**src/rtl/reg_writeback.sv**
```systemverilog
// Write-back sequencer: merges ALU results and in-order load returns into the
// single register-file write port, and flags ID-stage sources with writes in flight.
module reg_writeback #(
    parameter int DEPTH = 4
) (
    input  logic        clk_i,
    input  logic        rst_i,
    input  logic        alu_valid_i,
    input  logic [4:0]  alu_addr_i,
    input  logic [31:0] alu_data_i,
    input  logic        ld_req_i,
    input  logic [4:0]  ld_addr_i,
    input  logic        ld_valid_i,
    input  logic [31:0] ld_data_i,
    input  logic [4:0]  RSaddr_i,
    input  logic [4:0]  RTaddr_i,
    output logic [4:0]  RDaddr_o,
    output logic [31:0] RDdata_o,
    output logic        RegWrite_o,
    output logic        wr_ready_o,
    output logic        ld_ready_o,
    output logic        RSbusy_o,
    output logic        RTbusy_o,
    output logic        err_o
);

    localparam int AW = $clog2(DEPTH);
    localparam int CW = AW + 1;

    typedef struct packed {
        logic [4:0]  addr;
        logic [31:0] data;
    } wb_entry_t;

    wb_entry_t         wq_mem [DEPTH];
    logic [AW-1:0]     wq_rd, wq_wr;
    logic [CW-1:0]     wcnt;

    logic [4:0]        tq_mem [DEPTH];
    logic [AW-1:0]     tq_rd, tq_wr;
    logic [CW-1:0]     tcnt;

    logic              tag_pop, tag_push, arr_drop, ld_keep, alu_keep;
    logic              q_pop, have_out, push0_en, push1_en, err_now;
    logic [1:0]        n_arr, n_push;
    wb_entry_t         ld_entry, alu_entry, arr0, arr1, out_entry, push0, push1;
    logic [CW-1:0]     wcnt_next, tcnt_next;

    assign wr_ready_o = (wcnt < CW'(DEPTH));
    assign ld_ready_o = (tcnt < CW'(DEPTH));

    // NOTE: every signal assigned in always_comb gets a default at the top so no path leaves it unassigned and infers a latch.
    always_comb begin
        tag_pop   = ld_valid_i && (tcnt != '0);
        tag_push  = ld_req_i && ld_ready_o;
        ld_entry  = '{addr: tq_mem[tq_rd], data: ld_data_i};
        alu_entry = '{addr: alu_addr_i, data: alu_data_i};

        // An overflowing cycle loses all of its arrivals, but the popped tag is still spent.
        arr_drop  = (alu_valid_i || tag_pop) && !wr_ready_o;
        ld_keep   = tag_pop && (ld_entry.addr != 5'd0) && !arr_drop;
        alu_keep  = alu_valid_i && (alu_addr_i != 5'd0) && !arr_drop;
        n_arr     = {1'b0, ld_keep} + {1'b0, alu_keep};
        arr0      = ld_keep ? ld_entry : alu_entry;
        arr1      = alu_entry;

        q_pop     = (wcnt != '0);
        have_out  = q_pop || (n_arr != 2'd0);
        out_entry = q_pop ? wq_mem[wq_rd] : arr0;

        push0     = arr0;
        push1     = arr1;
        push0_en  = 1'b0;
        push1_en  = 1'b0;
        n_push    = 2'd0;
        if (q_pop) begin
            push0_en = (n_arr != 2'd0);
            push1_en = (n_arr == 2'd2);
            n_push   = n_arr;
        end else if (n_arr == 2'd2) begin
            push0    = arr1;
            push0_en = 1'b1;
            n_push   = 2'd1;
        end

        wcnt_next = wcnt + CW'(n_push) - CW'(q_pop);
        tcnt_next = tcnt + CW'(tag_push) - CW'(tag_pop);
        err_now   = arr_drop || (ld_req_i && !ld_ready_o) || (ld_valid_i && (tcnt == '0));
    end

    // NOTE: sequential state uses non-blocking assignments so every register samples pre-edge values.
    always_ff @(posedge clk_i or posedge rst_i) begin
        if (rst_i) begin
            RegWrite_o <= 1'b0;
            RDaddr_o   <= '0;
            RDdata_o   <= '0;
            err_o      <= 1'b0;
            wq_rd      <= '0;
            wq_wr      <= '0;
            wcnt       <= '0;
            tq_rd      <= '0;
            tq_wr      <= '0;
            tcnt       <= '0;
        end else begin
            err_o      <= err_o || err_now;
            RegWrite_o <= have_out;
            if (have_out) begin
                RDaddr_o <= out_entry.addr;
                RDdata_o <= out_entry.data;
            end
            if (q_pop)
                wq_rd <= wq_rd + AW'(1);
            wq_wr <= wq_wr + AW'(n_push);
            wcnt  <= wcnt_next;
            if (tag_push)
                tq_wr <= tq_wr + AW'(1);
            if (tag_pop)
                tq_rd <= tq_rd + AW'(1);
            tcnt <= tcnt_next;
        end
    end

    // NOTE: queue storage is not reset; validity comes from the reset pointers and counts.
    always_ff @(posedge clk_i) begin
        if (push0_en)
            wq_mem[wq_wr] <= push0;
        if (push1_en)
            wq_mem[wq_wr + AW'(1)] <= push1;
        if (tag_push)
            tq_mem[tq_wr] <= ld_addr_i;
    end

    // An entry is live when its distance from the read pointer is below the count.
    logic          rs_hit, rt_hit;
    logic [AW-1:0] w_off, t_off;
    always_comb begin
        rs_hit = 1'b0;
        rt_hit = 1'b0;
        w_off  = '0;
        t_off  = '0;
        for (int i = 0; i < DEPTH; i++) begin
            w_off = AW'(i) - wq_rd;
            t_off = AW'(i) - tq_rd;
            if (({1'b0, w_off} < wcnt) && (wq_mem[i].addr == RSaddr_i)) rs_hit = 1'b1;
            if (({1'b0, w_off} < wcnt) && (wq_mem[i].addr == RTaddr_i)) rt_hit = 1'b1;
            if (({1'b0, t_off} < tcnt) && (tq_mem[i] == RSaddr_i))      rs_hit = 1'b1;
            if (({1'b0, t_off} < tcnt) && (tq_mem[i] == RTaddr_i))      rt_hit = 1'b1;
        end
    end

    assign RSbusy_o = rs_hit && (RSaddr_i != 5'd0);
    assign RTbusy_o = rt_hit && (RTaddr_i != 5'd0);

endmodule
```
**config.mk**
```make
export PLATFORM = sky130hd
export DESIGN_NAME = reg_writeback
export DESIGN_NICKNAME = d
export VERILOG_FILES = /design/src/rtl/reg_writeback.sv
export SDC_FILE = /design/constraint.sdc
export NUM_CORES = 1
export LEC_CHECK = 0
export BUFFER_PORTS_ARGS = -buffer_cell sky130_fd_sc_hd__buf_2
export CAP_MARGIN = 0
export CORE_AREA = 4 4 153 140
export DETAILED_ROUTE_END_ITERATION = 8
export DIE_AREA = 0 0 157 144
export PLACE_DENSITY = 0.9
export SLEW_MARGIN = 20
export SYNTH_ARGS = -nofsm -noshare
export SYNTH_HDL_FRONTEND = slang
export SYNTH_SLANG_ARGS = --single-unit
```
**constraint.sdc**
```tcl
create_clock -name clk_i -period 11.22 [get_ports clk_i]
set_clock_uncertainty 0.2 [all_clocks]
set_input_delay 0.561 -clock clk_i [delete_from_list [all_inputs] [get_ports clk_i]]
set_output_delay 0.561 -clock clk_i [all_outputs]
set_load 0.005 [all_outputs]
```
==> metrics <==
clk_lat worst skew=approximately 0.52 ns; initial drt markers=1000; vias in the first global route=approximately 9000; syn nets=1046; initial antenna violation count=3; Async SR Flop Fraction=0.240; Non-Filler Instances=around 1300; commonest non-fill, non-tap cells in the layout=edfxtp_1, buf_2, mux2_2, nor2_1, xnor2_1; ANT nets after route=0; die height=roughly 140 um; worst setup path start=tq_rd[0]$_DFFE_PP0P_; Placed Cells=about 1300; design area=around 14000 um2; warnings from Yosys=0; register area share after synthesis=0.509; Die Wd=157 um; register area=6370 um2; flops & latches, synth=roughly 220; share of cells above drive strength 1=0.377; crit path capture type=flip-flop; CTS Sinks=about 220; Crit Path Category=flip-flop to flip-flop; HP Class=input pin to async pin; post-DP HPWL=about 20000 um; Cells after Synth=just over 900; Placement Rows=a little under 50; Clock Tree Buf Depth=3; drt wl/cell=~25 um; setup slack, reg-to-reg=6.40 ns; Max-cap violations=0; Pleak=a little over 5 nW; most common cell after layout, fill and taps aside=edfxtp_1; GRT overflow=0; pwr/cell area=~280 nW/um2; First-pass DRT Iterations=7; Slew Limit Fails=0; Max IR drop VDD=0.000167 V; Fill cells=around 1200; multi-input logic area=approximately 5700 um2; TritonCTS clock tree=built; count of final hold-check violations=0; placed inst area=between 10000 and 15000 um2; Max-slew headroom=0.255; # DRC=0; setup bufs post-CTS=0; I/O Pins=between 100 and 150; IO Port Bufs=131; Nets=approximately 1100; RSZ-0062 raised after global routing=no; Period minus WS final=just under 5 ns; Layout area overhead=11.9%; Total Wirelength=32400 um; actual slew at the worst max-slew pin=1.12 ns; first-pass GRT wire length=50600 um; DR vias/cell=6.74; ys flop type=edfxtp_1; Worst EP required=11.41 ns; type of origin of the critical path=flip-flop; crit path max-delay cell type=mux4_1; status=finished, final reports clean; Final setup viols=0; RR Startpoint=tq_rd[0]$_DFFE_PP0P_; Peak Freq=0.207 GHz; worst r2r path cells=9; Post-CTS Resized=0; CP max FO=47; Worst-path clk slew=0.06 ns; timing endpoint of the critical path=RDdata_o[7]$_DFFE_PP0P_; cell area after synthesis=12500 um2; CTS buffer count=24; largest net degree at the start of global routing=between 50 and 60; die area=approximately 23000 um2; Fin Setup TNS=0 ns; Overall Global Routing Usage=0.285; post-cts hold buffer count=0; Post-synth EDFFs=between 150 and 200; post-synth cell types=46; Critical R2R Capture=RDdata_o[7]$_DFFE_PP0P_; CTS Root Cell=clkbuf_16; CORE AREA=19800 um2; CP Data Arrival Time=between 5 and 6 ns; Mapped Avg Cell Area=13.4 um2; Antenna Diode Count=0; CP max stage delay=0.81 ns; Final Cycle Share=0.430; Placer Congestion=about 0.94; Vias=approximately 8800; initial core utilization=0.632; critical path cell sequence=mux4_1 -> nor4_4 -> a21oi_1 -> inv_1 -> ha_2 -> buf_4 -> nor3_1 -> and2_4 -> a221o_2; H-tree depth=1
[cell usage after synthesis (5+ instances only)]
cell	n	area, um2
nand2_1	13	48.8
ha_1	21	263
a21oi_1	8	40.0
buf_1	7	26.3
nor2_1	80	300
edfxtp_1	168	5040
o21ai_0	29	145
buf_6	16	180
nor2b_1	38	238
a221oi_1	36	315
o21a_1	5	37.5
and2_1	7	43.8
inv_1	25	93.8
mux2_2	129	1450
clkbuf_1	37	139
xnor2_1	59	517
a22o_1	14	123
mux4_2	40	901
nand3_1	20	100
dfrtp_1	53	1330
xor2_1	34	298
nor4_1	20	125
a221o_2	29	327
[critical path, delay by kind of cell, from the launching register on]
family	cells	cell delay, ns
compound gates	2	0.58
fa+ha+maj	1	0.58
buf+inv	2	0.69
mux	1	0.81
simple gates	3	1.12
flops	1	0.70
[per-layer routing]
metal,global-route usage,up-vias,wire [um]
met1,0.400,4348,12600
met3,0.0595,89,3530
li1,-,3763,-
met5,0,-,41
met4,0.0877,6,811
met2,0.456,592,15400
[through the flow]
| step | util | hold slack, ns | worst slack (ns) | power (mW) |
|---|---|---|---|---|
| after floorplan | - | 0.279 | 6.55 | 2.57 |
| final | 0.707 | 0.0585 | 6.40 | 3.87 |
| after global routing | 0.707 | 0.0707 | 6.20 | 4.07 |
| after global placement | 0.665 | 0.266 | 6.72 | 2.92 |
| after detailed placement | 0.665 | 0.283 | 6.58 | 3.00 |
| after CTS | 0.707 | 0.0622 | 6.48 | 3.86 |
[flip-flops by register name, summed over array words and instances, names as in the netlist, 2 cells and up]
| register | count |
|---|---|
| tq_mem | 20 |
| wcnt | 3 |
| tq_wr | 2 |
| RDaddr_o | 5 |
| tcnt | 3 |
| wq_wr | 2 |
| wq_mem | 148 |
| tq_rd | 2 |
| wq_rd | 2 |
| RDdata_o | 32 |
[layout make-up]
type,instances,area share
repair buffers,139,0.0511
multi-input cells,621,0.405
clock buffers,32,0.0465
inverters,26,0.00697
well taps,255,0.0228
clock inverters,12,0.0122
flip-flops and latches,221,0.455
[power by group]
group / leakage (nW) / switching (mW) / internal [mW]
Combinational: 2.64 / 0.917 / 0.750
Sequential: 2.14 / 0.166 / 1.22
Clock: 0.400 / 0.324 / 0.500
Total: 5.18 / 1.41 / 2.47
[logic make-up (layout without fill, tap and decap cells)]
logic type      Yosys count  after routing  share of synthesized area
flops                   221            221                      0.509
simple gates            196            196                     0.0793
mux                     172            172                      0.192
compound gates          137            137                     0.0904
xor+xnor                 93             93                     0.0651
buf+inv                  92            209                     0.0396
fa+ha+maj                23             23                     0.0242
[worst min path at each step]
stage / start / endpoint / slack, ns / cells after the start
6_report: rst_i / RDdata_o[14]$_DFFE_PP0P_ / 0.06 / 3
4_1_cts: ld_addr_i[3] / tq_mem[1][3]$_DFFE_PP_ / 0.06 / 1
2_1_floorplan: err_o$_DFF_PP0_ / err_o$_DFF_PP0_ / 0.28 / 2
3_3_place_gp: err_o$_DFF_PP0_ / err_o$_DFF_PP0_ / 0.27 / 2
5_1_grt: ld_addr_i[0] / tq_mem[0][0]$_DFFE_PP_ / 0.07 / 1
3_5_place_dp: err_o$_DFF_PP0_ / err_o$_DFF_PP0_ / 0.28 / 2
No activity file was read; power rests on OpenSTA's default activity.
